===== src/rtl/riscv_pkg.sv =====
// Shared fetch-stage definitions: FSM state encoding, the NOP word and the
// bit positions of the opcode fields decoded from the instruction register.
package riscv_pkg;

   typedef enum logic [1:0] {
      ST_RST   = 2'd0,
      ST_FETCH = 2'd1,
      ST_EXEC  = 2'd2,
      ST_HALT  = 2'd3
   } fetch_state_t;

   // addi x0,x0,0
   localparam logic [31:0] NOP_INSTR = 32'h00000013;

   localparam int OP_LO  = 0;
   localparam int OP_HI  = 6;
   localparam int F3_LO  = 12;
   localparam int F3_HI  = 14;
   localparam int F7_BIT = 30;

endpackage


===== src/rtl/next_pc.sv =====
// Combinational next-PC selection: sequential pc+4 (wrapping at 2^32) or the
// branch/jump target, plus a flag for a target that is not word aligned.
module next_pc (
   input  logic        [31:0] pc,
   input  logic        [31:0] pcTarget,
   input  logic               branch,
   input  logic               jump,
   input  logic               zero,
   output logic        [31:0] pcPlus4,
   output logic        [31:0] nextPc,
   output logic               misalign
);

   logic pcSrc;

   assign pcPlus4  = pc + 32'd4;
   assign pcSrc    = (branch & zero) | jump;
   assign nextPc   = pcSrc ? pcTarget : pcPlus4;
   assign misalign = (nextPc[1:0] != 2'b00);

endmodule


===== src/rtl/fetch_unit.sv =====
// Instruction fetch unit: alternates FETCH/EXEC, holds on stall, and halts
// permanently on a misaligned target or a memory that never answers.
module fetch_unit
   import riscv_pkg::*;
#(
   parameter logic [31:0] RESET_PC = 32'h00000000,
   parameter int          MAX_WAIT = 15
) (
   input  logic        clk,
   input  logic        rst_n,
   output logic        imemReq,
   output logic [31:0] imemAddr,
   input  logic [31:0] imemRdata,
   input  logic        imemValid,
   input  logic        branch,
   input  logic        jump,
   input  logic        zero,
   input  logic [31:0] pcTarget,
   input  logic        stall,
   output logic [31:0] instr,
   output logic [6:0]  op,
   output logic [2:0]  f3,
   output logic        f7,
   output logic [31:0] pc,
   output logic [31:0] pcPlus4,
   output logic        instrValid,
   output logic        misaligned,
   output logic        busErr
);

   localparam int                WAIT_W    = $clog2(MAX_WAIT + 1);
   localparam logic [WAIT_W-1:0] WAIT_LAST = WAIT_W'(MAX_WAIT - 1);

   fetch_state_t      state, state_nxt;
   logic [WAIT_W-1:0] wait_cnt;
   logic [31:0]       nextPc;
   logic              nextMis;
   logic              timeout;

   next_pc u_next_pc (
      .pc       (pc),
      .pcTarget (pcTarget),
      .branch   (branch),
      .jump     (jump),
      .zero     (zero),
      .pcPlus4  (pcPlus4),
      .nextPc   (nextPc),
      .misalign (nextMis)
   );

   // This miss is the one that brings the counter up to MAX_WAIT.
   assign timeout = !imemValid && (wait_cnt == WAIT_LAST);

   always_ff @(posedge clk or negedge rst_n) begin
      if (!rst_n) state <= ST_RST;
      else        state <= state_nxt;
   end

   always_comb begin
      state_nxt = state;
      case (state)
         ST_RST:   state_nxt = ST_FETCH;
         ST_FETCH: begin
            if (imemValid)    state_nxt = ST_EXEC;
            else if (timeout) state_nxt = ST_HALT;
         end
         ST_EXEC:  if (!stall) state_nxt = nextMis ? ST_HALT : ST_FETCH;
         ST_HALT:  state_nxt = ST_HALT;
         default:  state_nxt = ST_RST;
      endcase
   end

   always_comb begin
      imemReq    = (state == ST_FETCH);
      instrValid = (state == ST_EXEC);
   end

   assign imemAddr = pc;
   assign op       = instr[OP_HI:OP_LO];
   assign f3       = instr[F3_HI:F3_LO];
   assign f7       = instr[F7_BIT];

   always_ff @(posedge clk or negedge rst_n) begin
      if (!rst_n) begin
         pc         <= RESET_PC;
         instr      <= NOP_INSTR;
         wait_cnt   <= '0;
         misaligned <= 1'b0;
         busErr     <= 1'b0;
      end else begin
         case (state)
            ST_FETCH: begin
               if (imemValid) begin
                  instr    <= imemRdata;
                  wait_cnt <= '0;
               end else begin
                  wait_cnt <= wait_cnt + 1'b1;
                  if (timeout) busErr <= 1'b1;
               end
            end
            ST_EXEC: begin
               if (!stall) begin
                  if (nextMis) misaligned <= 1'b1;
                  else         pc         <= nextPc;
               end
            end
            default: ;
         endcase
      end
   end

endmodule


===== config.mk =====
export PLATFORM = sky130hd
export DESIGN_NAME = fetch_unit
export DESIGN_NICKNAME = d
export VERILOG_FILES = /design/src/rtl/riscv_pkg.sv /design/src/rtl/next_pc.sv /design/src/rtl/fetch_unit.sv
export SDC_FILE = /design/constraint.sdc
export NUM_CORES = 1
export LEC_CHECK = 0
export BUFFER_PORTS_ARGS = -buffer_cell sky130_fd_sc_hd__buf_2
export CAP_MARGIN = 40
export CORE_MARGIN = 2
export CORE_UTILIZATION = 46
export DETAILED_ROUTE_END_ITERATION = 10
export MAX_ROUTING_LAYER = met4
export PLACE_DENSITY = 0.81
export SYNTH_ARGS = -nofsm -noshare
export SYNTH_HDL_FRONTEND = slang
export SYNTH_HIERARCHICAL = 1
export SYNTH_SLANG_ARGS = --single-unit

===== constraint.sdc =====
create_clock -name clk -period 2.8 [get_ports clk]
set_input_delay 0.14 -clock clk [delete_from_list [all_inputs] [get_ports clk]]
set_output_delay 0.14 -clock clk [all_outputs]
set_load 0.02 [all_outputs]

### Yosys cells after proc, flatten, opt, wreduce, memory -nomap -nowiden

Index checks and enable logic that the tools add are counted.

* bits in registers: 72
* word-level logic and storage cells: 35
* output and inout bits: 143
* input bits: 71

* multiplexer cells: 7
* $add $sub $neg: 2
* reductions and logical operators: 9
* bitwise logic cells: 5
* eq/ne operators: 6

Operators with widths (count)
* $add 32x3->32 const B: 1
* $mux 32: 1
* $reduce_and 3->1: 3
* $mux 2: 4
* $pmux 2 s4: 1
* $add 4x1->4 const B: 1
* $eq 2x2->1 const B: 2
* $eq 4x4->1 const B: 1
* $mux 4: 1
* $reduce_and 2->1: 2
* $ne 3x1->1 const B: 1
* $not 1->1: 3
* $eq 2x1->1 const B: 1
* $logic_not 2->1: 1
* $ne 2x2->1 const B: 1
* $reduce_bool 2->1: 1
* $and 1x1->1: 1
* $logic_and 1x1->1: 1
* $logic_not 1->1: 1
* $or 1x1->1: 1

### Logic depth before layout (Yosys ltp)

* depth after elaboration: 7
* depth in mapped cells: 7
* depth with buffers taken out: 6

### Modules after synthesis

The synthesis kept the hierarchy.

By module, submodules not included
* fetch_unit: seq. area each 1805.5 µm², cells an instance 212, area each 3121.7 µm², times used 1
* next_pc: seq. area each 0.0 µm², cells an instance 182, area each 1124.8 µm², times used 1

### Worst setup path before layout

No wires, ideal clock.

* path kind: register to register
* start: register pc[2], in the netlist imemAddr[2]
* end: register pc[16], in the netlist imemAddr[16]
* arrival time: 2111 ps
* library setup time: 125 ps
* period minus slack after synthesis: 2236 ps
* buffers on the path: 1
* path slack: 564 ps
* cell stages (with the launch flop): 8
* data required time: 2675 ps
* cells stage by stage: dfrtp_1 > ha_1 > and3_1 > buf_2 > and4_2 > xnor2_1 > mux2_2 > mux2_2

* cells in the longest elaborated chain, start to end: 2

RTL lines
* start, declared: RTL line fetch_unit.sv:24 `output logic [31:0] pc,`
* start signal, assigned: RTL line fetch_unit.sv:104 `else pc <= nextPc;`
* $add 32x3->32: RTL line next_pc.sv:16 `assign pcPlus4 = pc + 32'd4;`
* via pcPlus4[16]: RTL line fetch_unit.sv:25 `output logic [31:0] pcPlus4,`
* $mux 32: RTL line next_pc.sv:18 `assign nextPc = pcSrc ? pcTarget : pcPlus4;`
* via nextPc[16]: RTL line fetch_unit.sv:36 `logic [31:0] nextPc;`

The timed path passes the listed nets, and every way through them passes these cells.
A chain may end at the register's enable or synchronous reset.

### Worst setup path in the final report

* start: register pc[2], in the netlist imemAddr[2]
* end: output pcPlus4[28]

* cells in the longest elaborated chain, start to end: 1

RTL lines (RTL line)
* $add 32x3->32: next_pc.sv:16
* end, declared: fetch_unit.sv:25

Every way passes these cells.

==> results.ini <==
[synthesis]
synth_cell_types=45
syn_area_um2=4250
synthCells=394
yosys_warnings=6
synth_enable_flop_cells=0
yosys-top-cells-count=74 x mux2_2, 69 x dfrtp_1, 45 x buf_4
synth_area_leader_cell=dfrtp_1
syn_area_per_cell_um2=10.8
async_flop_share_pct=100
synthFlopType=dfrtp_1
postSynthNetCount=468
yosys-top-cells-area=dfrtp_1 41%, mux2_2 20%, buf_4 8.0%, nand2_1 3.8%, a31oi_1 2.2%
seq_area_frac_synth_pct=42.5
synthDominantCellAreaShare_pct=40.7
yosysMostFrequentCell=mux2_2
synth_seq_cells=72

[place]
placed_area_um2=5060
place_ws_ns=0.595
port_buffers=213
dp_hpwl_mm=7.89
gp_congestion=0.867

[global_route]
grt_start_max_net_pins=44
grt_pass1_wl_mm=16.4
grt_pass1_vias=3466
grt_overflow_total=0
antenna_found_initial=0
grt_usage_pct=21.1

[sta]
slew_headroom_pct=53.5
finClkSkew_ns=0.00656
worst_hold_slack_ns=0.0255
grt_setup_unrepaired=no
finalCriticalPeriod_ns=2.56
tns_ns=0
worst_pin_slew_ns=0.695
drv_slew=0
hold_violations=0
fmax_ghz=0.391
period_share_pct=91.3
setup_ws_ns=0.242
setup_viol=0

[clock_network]
numClockSinks=72
ctsLongestPathBuffers=2
cts_resized=0
clk_latency_ns=0.34
clock-root-buffer=clkbuf_8
cts_buffers=9
cts_tree=done
htreeDepth=3
clkTransAtPathRegs_ns=0.08

[detailed_routing]
routed_wl_mm=10.5
vias_per_cell=5.37
drtIter0Drc=159
wl_per_cell_um=15.3
drc=0
postRouteAntennaNets=0
firstDrtPassIters=4
vias=3655

[pwr]
pwr-share-comb_pct=33.0
power_frac_seq_pct=39.4
p_int_uw=2290
p_total_uw=3600
net-switching-power_uw=1320
p_per_area_nw_per_um2=677
ir_worst_vdd_mv=0.415
pwr-share-clk_pct=27.6
switching_share_pct=36.5
leakagePower_uw=0.00293

[final_layout]
nNetsFinal=639
antennaDiodeCount=0
area_growth_pct=25.4
drive_gt1_share_pct=56.8
fin_area_um2=5330

[floorplanning]
die_height_um=100
core_area_um2=9110
dieArea_um2=10000
placementRows=35
io_pins=214
die_x_um=100
start_util_pct=46.6

[critical_path]
cp.required_ns=2.66
startpoint_type=flip-flop
cp-end-kind=output pin
cp_max_fo=10
crit_type=reg2out
worstPathArrival_ns=2.42

[hold_path]
hold_path_class=in2reg

[outcome]
status=finished clean

[run]
drv_cap=0

## critical path: stages, from the launching register on
cell     delay (ns)
dfrtp_1        0.47
ha_1           0.27
and3_1         0.35
nand4_4        0.20
or4_1          0.53
nand2_1        0.08
buf_2          0.16
## stage by stage
stage               cells  utilization (%)
floorplan             394                -
global placement      662             55.4
detailed placement    663             55.6
CTS                   681             58.5
global route          681             58.5
finish                681             58.5
## state kept, by name (all words and copies together), names as in the netlist
signal and flops:
imemAddr 32, instr 32, wait_cnt 4, state 2, busErr 1, misaligned 1
## cell families after synthesis
family | count (synthesis) | share of synthesized area [%]
compound gates | 41 | 6.13
simple gates | 123 | 16.5
mux | 75 | 19.9
buf+inv | 65 | 11.0
fa+ha+maj | 3 | 0.884
flops | 72 | 42.5
xor+xnor | 15 | 3.09
## final timing paths
check	startpoint	to	slack, ns	cells after the start
worst min-delay path	imemRdata[13]	instr[13]$_DFFE_PN0P_	0.03	2
max in group asynchronous	rst_n	instr[4]$_DFFE_PN1P_	1.89	3
worst max-delay path	imemAddr[2]$_DFFE_PN0P_	pcPlus4[28]	0.24	6
min in group asynchronous	rst_n	imemAddr[11]$_DFFE_PN0P_	0.29	2
worst min register to register	busErr$_DFFE_PN0P_	busErr$_DFFE_PN0P_	0.48	1
worst max register to register	imemAddr[2]$_DFFE_PN0P_	imemAddr[28]$_DFFE_PN0P_	0.56	6
## metal layers
metal / up-vias / track usage, % / share of wire [%]
li1: 1714 / - / -
met1: 1745 / 25.5 / 42
met2: 188 / 36.6 / 50
met3: 8 / 3.20 / 6.6
met4: 0 / 6.32 / 0.94
met5: - / - / 0
## power groups by stage
stage | sequential [uW] | combinational (uW) | clock (uW)
floorplan | 1610 | 658 | 0
global placement | 1420 | 1170 | 0
detailed placement | 1440 | 1200 | 0
CTS | 1420 | 1200 | 1020
global route | 1450 | 1280 | 1060
finish | 1420 | 1190 | 994
## repair_timing
item | 4_1_cts | 5_1_grt
setup buffers | 0 | 0
hold buffers | 2 | 0
hold endpoints to repair | 32 | 0
## cell type report
class	instances	area [um2]
fillers	790	3780
multi-input cells	257	1980
flip-flops and latches	72	1810
repair buffers	219	1130
well taps	111	139
clock buffers	10	128
clock inverters	6	116
inverters	6	22.5
## layout by cell type, fill, tap and decap left out, types with 3 or more instances in the layout
master     instances
xnor2_1           10
or4_1              3
a31oi_1           15
nand4_1            8
and3_1             5
and4_1             7
buf_4              4
ha_1               3
or3_1              5
nand4b_1           3
dfrtp_1           69
nand3_1           13
inv_1              5
xor2_1             5
nor2_1            18
o21ai_0           12
buf_2            212
bufinv_16          3
o31ai_1            6
nand2_1           43
clkbuf_8           9
mux2_2            74
dfstp_2            3
Note: power is estimated with default switching activity, not from simulation.
